--- config.mk ---
export PLATFORM = sky130hd
export DESIGN_NAME = ex_mem_reg
export DESIGN_NICKNAME = d
export VERILOG_FILES = /design/src/rtl/ex_mem_reg.sv
export SDC_FILE = /design/constraint.sdc
export NUM_CORES = 1
export LEC_CHECK = 0
export CAP_MARGIN = 20
export CORE_AREA = 4 4 183 185
export DETAILED_ROUTE_END_ITERATION = 6
export DIE_AREA = 0 0 187 189
export GPL_TIMING_DRIVEN = 0
export PLACE_DENSITY_LB_ADDON = 0.25
export REMOVE_ABC_BUFFERS = 1
export SLEW_MARGIN = 20
export SYNTH_ARGS = -nofsm -noshare
export SYNTH_HDL_FRONTEND = slang
export SYNTH_SLANG_ARGS = --single-unit
--- constraint.sdc ---
create_clock -name clk -period 12.3 [get_ports clk]
set_input_delay 1.845 -clock clk [delete_from_list [all_inputs] [get_ports clk]]
set_output_delay 1.845 -clock clk [all_outputs]
set_load 0.1 [all_outputs]
--- src/rtl/ex_mem_reg.sv ---
// EX/MEM pipeline register: captures EX control/data, computes store-data forward select, counts retired loads/stores.
// Latency: 1 cycle from ex_* inputs to *_out; every output is driven straight from a flop.
// Backpressure: stall holds every register (MEM/WB frozen alongside); flush overrides stall and inserts a bubble.
//
// Ports:
//   clk, reset            clock and asynchronous active-high reset
//   stall, flush          hold / bubble-insert controls (flush wins)
//   ex_valid, ex_*        EX-stage instruction: control bits, PC_BL, ALU result, store data, Rd, Rt
//   mem_valid, *_out      registered MEM-stage instruction
//   ALU_FF                registered store data
//   forwardC              00 = use ALU_FF, 01 = use WB write data for the store operand
//   load_count/store_count saturating counts of loads/stores captured into MEM
module ex_mem_reg #(
  parameter int DW = 64,
  parameter int RW = 5,
  parameter int CW = 32
) (
  input  logic          clk,
  input  logic          reset,
  input  logic          stall,
  input  logic          flush,
  input  logic          ex_valid,
  input  logic          ex_RegWrite,
  input  logic          ex_MemRead,
  input  logic          ex_MemWrite,
  input  logic          ex_MemtoReg,
  input  logic          ex_BrLink,
  input  logic [DW-1:0] ex_PC_BL,
  input  logic [DW-1:0] ex_ALU_Result,
  input  logic [DW-1:0] ex_Store_Data,
  input  logic [RW-1:0] ex_Rd,
  input  logic [RW-1:0] ex_Rt,
  output logic          mem_valid,
  output logic          RegWrite_out,
  output logic          MemRead_out,
  output logic          MemWrite_out,
  output logic          MemtoReg_out,
  output logic          BrLink_out,
  output logic [DW-1:0] PC_BL_out,
  output logic [DW-1:0] ALU_Result_out,
  output logic [DW-1:0] ALU_FF,
  output logic [RW-1:0] Rd_out,
  output logic [1:0]    forwardC,
  output logic [CW-1:0] load_count,
  output logic [CW-1:0] store_count
);

  localparam logic [RW-1:0] XZR     = RW'(31);
  localparam logic [CW-1:0] CNT_MAX = '1;

  logic capture;
  logic fwd_hit;
  logic count_load;
  logic count_store;

  assign capture = !flush && !stall;

  // The instruction now in MEM reaches WB next cycle, so a store entering MEM
  // that reads its result must take the WB write data instead of ALU_FF.
  // Older producers were already resolved by EX forwarding.
  assign fwd_hit = ex_valid && ex_MemWrite && mem_valid && RegWrite_out &&
                   (Rd_out == ex_Rt) && (ex_Rt != XZR);

  assign count_load  = capture && ex_valid && ex_MemRead;
  assign count_store = capture && ex_valid && ex_MemWrite;

  always_ff @(posedge clk or posedge reset) begin
    if (reset) begin
      mem_valid      <= 1'b0;
      RegWrite_out   <= 1'b0;
      MemRead_out    <= 1'b0;
      MemWrite_out   <= 1'b0;
      MemtoReg_out   <= 1'b0;
      BrLink_out     <= 1'b0;
      PC_BL_out      <= '0;
      ALU_Result_out <= '0;
      ALU_FF         <= '0;
      Rd_out         <= '0;
      forwardC       <= 2'b00;
    end else if (flush) begin
      mem_valid      <= 1'b0;
      RegWrite_out   <= 1'b0;
      MemRead_out    <= 1'b0;
      MemWrite_out   <= 1'b0;
      MemtoReg_out   <= 1'b0;
      BrLink_out     <= 1'b0;
      PC_BL_out      <= '0;
      ALU_Result_out <= '0;
      ALU_FF         <= '0;
      Rd_out         <= '0;
      forwardC       <= 2'b00;
    end else if (!stall) begin
      // Control is qualified by ex_valid so a bubble never writes or accesses
      // memory; data fields are don't-care for a bubble and load unmasked.
      mem_valid      <= ex_valid;
      RegWrite_out   <= ex_valid && ex_RegWrite;
      MemRead_out    <= ex_valid && ex_MemRead;
      MemWrite_out   <= ex_valid && ex_MemWrite;
      MemtoReg_out   <= ex_valid && ex_MemtoReg;
      BrLink_out     <= ex_valid && ex_BrLink;
      PC_BL_out      <= ex_PC_BL;
      ALU_Result_out <= ex_ALU_Result;
      ALU_FF         <= ex_Store_Data;
      Rd_out         <= ex_Rd;
      forwardC       <= fwd_hit ? 2'b01 : 2'b00;
    end
  end

  // Saturating debug counters; held on stall, untouched by flush.
  always_ff @(posedge clk or posedge reset) begin
    if (reset) begin
      load_count  <= '0;
      store_count <= '0;
    end else begin
      if (count_load && (load_count != CNT_MAX)) begin
        load_count <= load_count + CW'(1);
      end
      if (count_store && (store_count != CNT_MAX)) begin
        store_count <= store_count + CW'(1);
      end
    end
  end

endmodule

==> results of run 1 <==
path summary, 6_finish.rpt:
kind,end,cells after the start
min,MemWrite_out$_DFFE_PP0P_,2
max reg2reg,load_count[1]$_DFFE_PP0P_,5
max in group asynchronous,ALU_FF[53]$_DFFE_PP0P_,3
min in group asynchronous,ALU_FF[39]$_DFFE_PP0P_,2
min reg2reg,MemWrite_out$_DFFE_PP0P_,2
max,store_count[8],1
placed cells by master, fill, tap and decap left out, drive strengths merged, types with 3 or more instances in the layout:
| cell | Yosys | layout |
|---|---|---|
| inv | 6 | 7 |
| clkbuf | 29 | 37 |
| diode | 0 | 3 |
| xnor2 | 55 | 55 |
| mux2 | 4 | 4 |
| nand2 | 29 | 29 |
| or4 | 3 | 3 |
| bufinv | 0 | 5 |
| nand3 | 33 | 33 |
| nor4 | 5 | 5 |
| nand4 | 28 | 28 |
| nor2 | 219 | 219 |
| and3 | 17 | 17 |
| dfrtp | 268 | 268 |
| mux2i | 197 | 197 |
| clkdlybuf4s50 | 0 | 477 |
| a22oi | 3 | 3 |
| clkinv | 0 | 12 |
| nor3 | 9 | 9 |
| xor2 | 8 | 8 |
| buf | 26 | 8 |
registers in the layout (all words and copies together), names as in the netlist:
| register | flops |
|---|---|
| MemRead_out | 1 |
| PC_BL_out | 64 |
| forwardC | 1 |
| mem_valid | 1 |
| RegWrite_out | 1 |
| BrLink_out | 1 |
| MemtoReg_out | 1 |
| load_count | 32 |
| ALU_Result_out | 64 |
| MemWrite_out | 1 |
| Rd_out | 5 |
| ALU_FF | 64 |
| store_count | 32 |
layer usage:
layer | wire (um) | vias to the layer above
met5 | 0 | -
met4 | 897 | 0
met3 | 2790 | 49
met2 | 17500 | 312
met1 | 14800 | 4349
li1 | - | 4217
layout make-up:
class	instances	area, sq um	area share, %
sequential	268	6710	38.0
timing repair buffer	485	4950	28.1
multi-input combinational	637	4360	24.7
clock buffer	37	848	4.81
tap	408	510	2.89
clock inverter	19	230	1.30
inverter	6	30.0	0.170
antenna	3	7.51	0.0425
power by group through the flow:
stage	Combinational [uW]	Clock [uW]	Sequential [uW]
finish	685	965	967
global route	711	1030	975
CTS	690	992	967
detailed placement	688	0	983
global placement	730	0	982
floorplan	91.1	0	1340
cell families (layout without fill, tap and decap cells):
group / Yosys count / in the layout / synth area share [%]
AOI/OAI and AO/OA: 12 / 12 / 0.941
xor gates and xnor gates: 63 / 63 / 4.88
adders and majority gates: 2 / 2 / 0.221
buffers and inverters: 61 / 547 / 2.10
DFF: 268 / 268 / 59.3
muxes: 201 / 201 / 17.8
other: 1 / 4 / 0.0332
and+or+nand+nor: 358 / 358 / 14.6
through the flow:
step	area, sq um	utilization [%]	TNS, ps	hold slack, ps
after global routing	17600	55.1	0	503
after CTS	17600	55.1	0	492
after global placement	16400	51.2	-244190	466
after floorplan	11100	-	0	958
final	17600	55.1	0	488
after detailed placement	16600	51.7	0	477
==> impl_metrics.toml, run 1 <==
[status]
status = "finished, final reports clean"

[clocking]
htreeDepth = 1
cts_setup_buffers = 0
path_clk_slew_ps = 60
cts_tree = "built"
cts_sinks = 268
numCtsBuffers = 31
cts_hold_buf = 0
ctsResizeCount = 0
clock_latency_ps = 550
cts_root_buf = "clkbuf_16"
clk_path_buf_depth = 3

[logic_synthesis]
synth-edff-count = 0
ys_seq_elements = 268
yosysSeqAreaShare_pct = 59.3
synth_cell_types = 43
synthTopCellsByArea = "dfrtp_1 (59%), mux2i_1 (17%), nor2_1 (7.3%)"
avgSynthCellArea_sq_um = 11.7
synth-main-ff-cell = "dfrtp_1"
synthMostInstantiatedCell = "dfrtp_1"
synthCells = 966
synthTopCellsByCount = "dfrtp_1 (268), nor2_1 (219), mux2i_1 (197), xnor2_1 (55), nand3_1 (32)"
synth_top_area_share_pct = 59.3
async_flop_share_pct = 100
ys_warn_count = 0
synthesis.area_sq_mm = 0.0113
synth_area_leader_cell = "dfrtp_1"

[worst_setup_path]
crit_arrival_ps = 2240
cp_num_buf_inv = 1
crit_slowest_cell = "clkdlybuf4s50_1"
crit_chain = "clkdlybuf4s50_1"
regToRegStartpoint = "load_count[16]$_DFFE_PP0P_"
critPathMaxFanout = 6
slowest_delay_ps = 1200
crit_path_end_kind = "primary output"
worstPathRequired_ps = 10450
r2r_slack_ps = 9340
critPathKind = "reg -> out"
critical-path-top-delay-family = "buffers and inverters"
startpoint_type = "flop"
critPathLaunch = "store_count[8]$_DFFE_PP0P_"

[drt]
via_count = 8927
routed_via_density = 4.79
firstDrtPassIters = 4
drc = 0
wire_per_inst_um = 19.3
wl_um = 36000
drtAntennaViolNets = 0
drt_iter0_markers = 521

[power]
peakVddDrop_mv = 0.151
clkPwrFrac_pct = 36.9
p_sw_share_pct = 34.3
p_int_uw = 1720
p_seq_share_pct = 36.9
total_power_uw = 2620
leakagePower_uw = 0.00800
power_frac_comb_pct = 26.2
power_switching_uw = 898
power_density_mw_per_mm2 = 148

[placement]
placed_cells = 1804
io_buffer_count = 479
hpwl_um = 26400
gp_congestion = 0.801
preCtsSetupSlack_ps = 7960

[sta]
rsz0062_at_grt = "false"
fin_skew_ps = 12.5
maxSlewHeadroom_pct = 25.2
fin_crit_ps = 4080
setup_viol = 0
worst_pin_slew_ps = 1120
fin_crit_sh_pct = 33.2
fin_ws_ps = 8220
maxSlewViolCount = 0
hold_viol = 0
fmax_mhz = 245

[grt]
grt_pass1_vias = 9092
grt_usage_pct = 19.5
met1_usage_pct = 24.7
busiest_layer = "met2"
grt_pass1_wl_um = 55600
grt_max_degree = 115
gr-usage-met2_pct = 32.9
antenna_found_initial = 3
use_met3_pct = 6.07
grt-ovfl-total = 0

[hold_path]
holdCritPathClass = "reg -> reg"
hold_start = "MemWrite_out$_DFFE_PP0P_"

[die]
die_area_sq_mm = 0.0353
rows = 66
io_pins = 481
start_util_pct = 35.3
fp.coreArea_sq_mm = 0.0320
chipHeight_um = 189
fp.dieW_um = 187

[final_layout]
layout.cells.non_filler = 1863
final_nets = 1643
fillCellCount = 2826
drive_above_1_share_pct = 5.58
area_growth_pct = 56.2

[job]
maxCapViolCount = 0
Power figures use the tool's default switching activity.
==> inputs of run 2 (changes only) <==
clock period = 3.9 ns   (was 12.3 ns; I/O delays follow)
==> results of run 2 <==
The final DEF is identical to that of run 1. Status: finished, final reports clean.
Among the figures that moved: setup slack after placement 7960 ps -> 818 ps; setup slack after layout 8220 ps -> 938 ps; hold slack 488 ps -> 465 ps; start point of the critical path store_count[8]$_DFFE_PP0P_ -> load_count[16]$_DFFE_PP0P_; end point of the critical path store_count[8] -> load_count[1]$_DFFE_PP0P_; register-to-register setup slack 9340 ps -> 940 ps; end point of the worst hold path MemWrite_out$_DFFE_PP0P_ -> ALU_FF[16]$_DFFE_PP0P_; total power 2620 uW -> 8250 uW; worst IR drop on VDD 0.151 mV -> 0.477 mV
